### config.mk
export PLATFORM = sky130hd
export DESIGN_NAME = layer_argmax
export DESIGN_NICKNAME = d
export VERILOG_FILES = /design/src/rtl/nn_pkg.sv /design/src/rtl/layer_argmax.sv
export SDC_FILE = /design/constraint.sdc
export NUM_CORES = 2
export LEC_CHECK = 0
export CORE_MARGIN = 5
export CORE_UTILIZATION = 31
export DETAILED_ROUTE_END_ITERATION = 12
export PLACE_DENSITY = 0.54
export SLEW_MARGIN = 20
export SYNTH_ARGS = -nofsm -noshare
export SYNTH_HDL_FRONTEND = slang
export SYNTH_SLANG_ARGS = --single-unit
### constraint.sdc
create_clock -name clk -period 38.1 [get_ports clk]
set_input_delay 3.81 -clock clk [delete_from_list [all_inputs] [get_ports clk]]
set_output_delay 3.81 -clock clk [all_outputs]
set_load 0.02 [all_outputs]
### src/rtl/nn_pkg.sv
`default_nettype none
// ============================================================================
// Module      : nn_pkg
// Description : Shared definitions for the node / layer / classifier blocks:
//               scan state encoding and the node output word width.
// Revision    : 1.0 - initial release
// ============================================================================
package nn_pkg;

  // Width of one node output word as produced by the node and layer blocks
  localparam int DATA_W = 32;

  // Classifier scan states
  typedef enum logic [1:0] {
    IDLE = 2'd0,
    SCAN = 2'd1,
    DONE = 2'd2
  } state_t;

endpackage : nn_pkg
`default_nettype wire

### src/rtl/layer_argmax.sv
`default_nettype none
// ============================================================================
// Module      : layer_argmax
// Description : Snapshots N_IN node outputs, scans them one per cycle and
//               returns the index/value of the largest entry through a
//               valid/ready handshake. Ties resolve to the lowest index.
// Revision    : 1.0 - initial release
// ============================================================================
module layer_argmax #(
  parameter int N_IN   = 16,
  parameter int DATA_W = nn_pkg::DATA_W,
  parameter int IDX_W  = $clog2(N_IN)
) (
  input  logic                   clk,
  input  logic                   reset,
  input  logic                   in_valid,
  output logic                   in_ready,
  input  logic [N_IN*DATA_W-1:0] in_data,
  output logic                   out_valid,
  input  logic                   out_ready,
  output logic [IDX_W-1:0]       out_idx,
  output logic [DATA_W-1:0]      out_max,
  output logic                   out_none
);

  import nn_pkg::*;

  // Index of the final entry; reaching it ends the scan
  localparam logic [IDX_W-1:0] C_LAST_IDX  = IDX_W'(N_IN - 1);
  // Entry 0 seeds the running best, so the scan starts at entry 1
  localparam logic [IDX_W-1:0] C_FIRST_IDX = IDX_W'(1);

  state_t              r_state;
  state_t              w_next_state;

  logic [DATA_W-1:0]   r_snap [N_IN];
  logic [IDX_W-1:0]    r_cnt;
  logic [DATA_W-1:0]   r_best_val;
  logic [IDX_W-1:0]    r_best_idx;

  logic [IDX_W-1:0]    r_out_idx;
  logic [DATA_W-1:0]   r_out_max;
  logic                r_out_none;

  logic                w_accept;
  logic                w_scan;
  logic                w_last;
  logic [DATA_W-1:0]   w_cand;
  logic                w_take;
  logic [DATA_W-1:0]   w_sel_val;
  logic [IDX_W-1:0]    w_sel_idx;

  assign w_accept = (r_state == IDLE) && in_valid;
  assign w_scan   = (r_state == SCAN);
  assign w_last   = w_scan && (r_cnt == C_LAST_IDX);

  // Compare/select: strictly-greater replacement keeps the earliest index on ties
  assign w_cand    = r_snap[r_cnt];
  assign w_take    = (w_cand > r_best_val);
  assign w_sel_val = w_take ? w_cand : r_best_val;
  assign w_sel_idx = w_take ? r_cnt  : r_best_idx;

  // State register
  always_ff @(posedge clk or posedge reset) begin
    if (reset) begin
      r_state <= IDLE;
    end else begin
      r_state <= w_next_state;
    end
  end

  // Next-state and handshake flags, decoded only from the registered state
  always_comb begin
    w_next_state = r_state;
    in_ready     = 1'b0;
    out_valid    = 1'b0;
    case (r_state)
      IDLE: begin
        in_ready = 1'b1;
        if (in_valid) begin
          w_next_state = SCAN;
        end
      end
      SCAN: begin
        if (r_cnt == C_LAST_IDX) begin
          w_next_state = DONE;
        end
      end
      DONE: begin
        out_valid = 1'b1;
        if (out_ready) begin
          w_next_state = IDLE;
        end
      end
      default: begin
        w_next_state = IDLE;
      end
    endcase
  end

  // Snapshot capture plus running best value/index and scan counter
  always_ff @(posedge clk or posedge reset) begin
    if (reset) begin
      for (int k = 0; k < N_IN; k++) begin
        r_snap[k] <= '0;
      end
      r_cnt      <= '0;
      r_best_val <= '0;
      r_best_idx <= '0;
    end else if (w_accept) begin
      for (int k = 0; k < N_IN; k++) begin
        r_snap[k] <= in_data[k*DATA_W +: DATA_W];
      end
      r_best_val <= in_data[0 +: DATA_W];
      r_best_idx <= '0;
      r_cnt      <= C_FIRST_IDX;
    end else if (w_scan) begin
      r_best_val <= w_sel_val;
      r_best_idx <= w_sel_idx;
      if (!w_last) begin
        r_cnt <= r_cnt + C_FIRST_IDX;
      end
    end
  end

  // Result registers, loaded with the outcome of the final compare
  always_ff @(posedge clk or posedge reset) begin
    if (reset) begin
      r_out_idx  <= '0;
      r_out_max  <= '0;
      r_out_none <= 1'b0;
    end else if (w_last) begin
      r_out_idx  <= w_sel_idx;
      r_out_max  <= w_sel_val;
      r_out_none <= (w_sel_val == '0);
    end
  end

  assign out_idx  = r_out_idx;
  assign out_max  = r_out_max;
  assign out_none = r_out_none;

endmodule : layer_argmax
`default_nettype wire

=== After elaboration in Yosys (flattened, before gate mapping) ===
Cells that the tools add are included.

* Register bits after elaboration: 591
* Input port bits: 516
* Output and inout port bits: 39
* Word-level logic and storage cells: 59

* $add $sub $neg: 1
* Order comparisons: 2
* Eq/ne operators: 7
* Muxes and demuxes: 18
* Bitwise logic cells: 1
* Reduce and logical (&&, ||, !) cells: 7

{| class="wikitable"
|+ Operators by type and width
! kind !! number
|-
| $mux W32 || 5
|-
| $bmux W32 S4 || 1
|-
| $gt A32 B32 Y1 || 1
|-
| $logic_not A32 Y1 || 1
|-
| $mux W4 || 6
|-
| $mux W2 || 3
|-
| $ne A2 B2 Y1 const B || 3
|-
| $pmux W2 S3 || 1
|-
| $ge A5 B5 Y1 const B || 1
|-
| $not A4 Y5 || 1
|-
| $add A4 B1 Y4 const B || 1
|-
| $eq A4 B4 Y1 const B || 1
|-
| $reduce_and A3 Y1 || 1
|-
| $eq A2 B1 Y1 const B || 1
|-
| $eq A2 B2 Y1 const B || 1
|-
| $logic_and A1 B1 Y1 || 2
|-
| $logic_not A2 Y1 || 1
|-
| $mux W1 || 2
|-
| $ne A2 B1 Y1 const B || 1
|-
| $reduce_and A2 Y1 || 1
|-
| $reduce_bool A2 Y1 || 1
|}

=== Logic depth before layout (Yosys ltp) ===
* Depth after elaboration: 8
* Depth in mapped cells: 20

=== Worst setup path after synthesis ===
No wires, ideal clock.

* Path type: input port to flip-flop
* From: in in_valid
* To: reg r_best_val[10]
* Library setup time: 83 ps
* Arrival time: 4,833 ps
* Path slack: 33,185 ps
* Stages on the path: 6
* Cell sequence: and2_1 clkbuf_1 clkbuf_1 clkbuf_1 nand2_1 o21ai_0

* Word-level cells in the longest chain between the ends: 2

{| class="wikitable"
|+ RTL lines
! element !! line !! RTL
|-
| start: declaration || layer_argmax.sv:16 || <nowiki>input logic in_valid,</nowiki>
|-
| $logic_and A1 B1 Y1 * || layer_argmax.sv:53 || <nowiki>assign w_accept = (r_state == IDLE) && in_valid;</nowiki>
|-
| $mux W32 or $reduce_bool A2 Y1 (tied branches) || - ||
|-
| end signal: assignment || layer_argmax.sv:114 || <nowiki>r_best_val <= in_data[0 +: DATA_W];</nowiki>
|-
| end signal: assignment || layer_argmax.sv:118 || <nowiki>r_best_val <= w_sel_val;</nowiki>
|-
| end: declaration || layer_argmax.sv:38 || <nowiki>logic [DATA_W-1:0] r_best_val;</nowiki>
|}

Mark *: on every way between the ends. The rest lies on a longest branch, timed or not.
A chain may end at the register's enable or synchronous reset.

=== Worst setup path in the final report ===
* From: reg r_cnt[0]
* To: reg r_best_idx[2]

* Word-level cells in the longest chain between the ends: 8

{| class="wikitable"
|+ RTL lines
! element !! line !! RTL
|-
| start: declaration || layer_argmax.sv:37 || <nowiki>logic [IDX_W-1:0] r_cnt;</nowiki>
|-
| start signal: assignment || layer_argmax.sv:121 || <nowiki>r_cnt <= r_cnt + C_FIRST_IDX;</nowiki>
|-
| $not A4 Y5 (implied by the code) || layer_argmax.sv:58 || <nowiki>assign w_cand = r_snap[r_cnt];</nowiki>
|-
| $bmux W32 S4 || layer_argmax.sv:58 ||
|-
| $mux W32 (implied by the code) (2 in series) || layer_argmax.sv:58 ||
|-
| $gt A32 B32 Y1 || layer_argmax.sv:59 || <nowiki>assign w_take = (w_cand > r_best_val);</nowiki>
|-
| $mux W4 || layer_argmax.sv:61 || <nowiki>assign w_sel_idx = w_take ? r_cnt : r_best_idx;</nowiki>
|-
| $mux W4 || layer_argmax.sv:117 || <nowiki>end else if (w_scan) begin</nowiki>
|-
| $mux W4 || layer_argmax.sv:110 || <nowiki>end else if (w_accept) begin</nowiki>
|-
| end signal: assignment || layer_argmax.sv:119 || <nowiki>r_best_idx <= w_sel_idx;</nowiki>
|-
| end: declaration || layer_argmax.sv:39 || <nowiki>logic [IDX_W-1:0] r_best_idx;</nowiki>
|}

No other way between the ends. The select of a mux whose other input is x is not followed.

==> results.yml <==
detailed_routing:
  viasPerCell: 4.80
  wl_met3_um: 6770
  dr_total_vias: 22853
  wl_met1_um: 46900
  wl_per_cell_um: 22.7
  drt_pre_antenna_iters: 5
  dr_wl_met2_um: 52000
  drtAntennaViolNets: 0
  drc: 0
  drt_iter0_drc: 1590
  top_layer: "met5"
  wirelength_um: 108000
clocking:
  path_clk_slew_ns: 0.06
  cts_made_buffers: 71
  clock-root-buffer: "clkbuf_16"
  insertion_delay_ns: 0.62
  post_cts_buffers: 0
  cts_hold_buf: 0
  cts_sinks: 591
  cts_tree: "yes"
  h-tree-depth: 3
  clk_path_buf_depth: 3
  post_cts_resized: 0
synthesis:
  netlist_area_mm2: 0.0275
  ys_ff_latch: 591
  ys_seq_area_share_pct: 53.8
  synthCells: 3020
  synthFlopType: "dfrtp_1"
  synth_fp_nets: 3569
  yosysUniqueCellTypes: 44
  async_flop_share_pct: 100
  yosysWarnings: 0
  syn_avg_cell_area_um2: 9.10
  synth-edff-count: 0
setup_path:
  ff2ff_setup_slack_ns: 30.79
  startpoint_type: "flop"
  crit_fanout: 52
  reg2regPathDepth: 15
  crit_required_ns: 38.59
  end_kind: "flop"
  cp.arrival_ns: 7.80
  criticalPathCategory: "flop to flop"
sta:
  max_slew.worst_pin.slew_ns: 1.11
  setup_tns_ns: 0
  worst_slack_ns: 30.79
  slew_headroom_pct: 26.0
  hold_viol: 0
  fin_crit_sh_pct: 19.2
  drv_slew: 0
  finalClockSkew_ns: 0.0200
  finalSetupViolations: 0
  fmax_mhz: 137
  rsz0062_at_grt: "false"
  min_period_ns: 7.31
finish:
  fin_area_mm2: 0.0366
  finalNonFillerCells: 4761
  drive_gt1_share_pct: 7.23
  n_fill_cell: 8798
  final_cell_mix: "1613 x nand2_1, 589 x dfrtp_1, 554 x clkdlybuf4s50_1, 153 x mux2i_1, 100 x o21ai_0"
  layout.nets: 4062
  layout_commonest_cell: "nand2_1"
  syn2layout_area_growth_pct: 33.3
  fin_util_pct: 41.5
global_routing:
  grtUsageTotal_pct: 22.3
  grt_pass1_vias: 23094
  grt_antenna_before_repair: 43
  grt-ovfl-total: 0
  grt_pass1_wl_um: 157000
  grt_max_degree: 196
worst_hold_path:
  hold_path_depth: 2
  hold_path.class: "flop to flop"
floorplan:
  die_x_um: 308
  ioPinCount: 555
  initial_utilization_pct: 31.1
  row_count: 109
  die_y_um: 308
  die_area_mm2: 0.0947
  core_mm2: 0.0882
placement:
  hpwl_um: 79300
  finalWeightedCongestion: 0.864
  post-place-ws_ns: 30.06
  place_inst: 4604
  io_buffers: 554
  dpl-instance-area_mm2: 0.0342
power_and_ir_drop:
  p_leak_uw: 0.0179
  p_per_area_mw_per_mm2: 94.1
  ir_worst_vdd_mv: 0.0427
flow_run:
  drv_cap: 0
outcome:
  status: "completed"
==> final timing paths <==
check / from / endpoint
worst min register to register: r_snap[43] / r_snap[43]
max in group asynchronous: reset / r_snap[89]
worst max-delay path: r_cnt[0] / r_best_idx[2]
worst min-delay path: r_snap[43] / r_snap[43]
min in group asynchronous: reset / r_state[1]
worst max register to register: r_cnt[0] / r_best_idx[2]
==> layer usage <==
layer  vias up  track usage (%)
met5         -                0
met2       564             36.5
met1     11182             29.9
met3       146             5.41
met4        32             5.63
li1      10929                -
==> cells in the mapped netlist, types with 3 or more instances <==
library cell | n | area [µm²]
nand2_1 | 1614 | 6060
dfrtp_1 | 591 | 14800
mux2i_1 | 153 | 1530
clkbuf_1 | 145 | 544
o21ai_0 | 100 | 500
mux4_2 | 74 | 1670
a221oi_1 | 56 | 490
o21ai_1 | 42 | 210
inv_1 | 36 | 135
ha_1 | 33 | 413
a22oi_1 | 31 | 233
buf_2 | 20 | 100
a21oi_1 | 14 | 70.1
buf_1 | 13 | 48.8
nor4_1 | 13 | 81.3
nor2_1 | 12 | 45.0
nand4_1 | 11 | 68.8
nand3_1 | 10 | 50.1
buf_4 | 7 | 52.6
mux2_2 | 6 | 67.6
a22o_1 | 4 | 35.0
nor2b_1 | 4 | 25.0
buf_6 | 3 | 33.8
==> critical path: stages (launching register included) <==
cell and delay [ns]:
dfrtp_4 0.66, buf_4 0.70, buf_4 0.88, mux2i_1 0.17
a221oi_1 0.97, a22oi_1 0.23, nand2_1 0.39, ha_1 0.23
nand4_1 0.19, nor4_1 0.69, o31a_1 0.30, o2bb2ai_4 0.22
buf_4 0.32, nor2_2 0.58, nor2_1 0.19, a22o_1 0.24
==> per-stage QoR <==
step / hold WS [ns] / total power, µW
global placement: 0.453 / 2750
detailed placement: 0.457 / 2780
floorplan: 0.440 / 2130
global route: 0.484 / 3690
CTS: 0.471 / 3480
finish: 0.467 / 3450
==> registers in the layout (all words and copies together), names as in the netlist <==
name	count
out_idx	4
out_max	32
out_none	1
r_best_idx	4
r_best_val	32
r_cnt	4
r_snap	512
r_state	2
==> cells by family after synthesis <==
family / count (synthesis) / synth area share [%]
simple gates: 1675 / 23.3
fa+ha+maj: 33 / 1.50
compound gates: 260 / 6.01
flops: 591 / 53.8
buf+inv: 225 / 3.38
mux: 233 / 11.9
xor+xnor: 3 / 0.0956
==> cell type report <==
cell class | count | area [µm²] | share of cell area [%]
flip-flops and latches | 591 | 14800 | 40.4
multi-input cells | 2204 | 11800 | 32.2
repair buffers | 609 | 6000 | 16.4
clock buffers | 106 | 2070 | 5.65
well taps | 1165 | 1460 | 3.98
clock inverters | 24 | 292 | 0.796
inverters | 36 | 143 | 0.389
diodes | 26 | 65.1 | 0.178
==> power breakdown <==
group          switching, µW  internal (µW)  total, µW
combinational           1020            632       1650
sequential               181            931       1110
clock                    281            406        687
(Power assumes the default switching activity.)
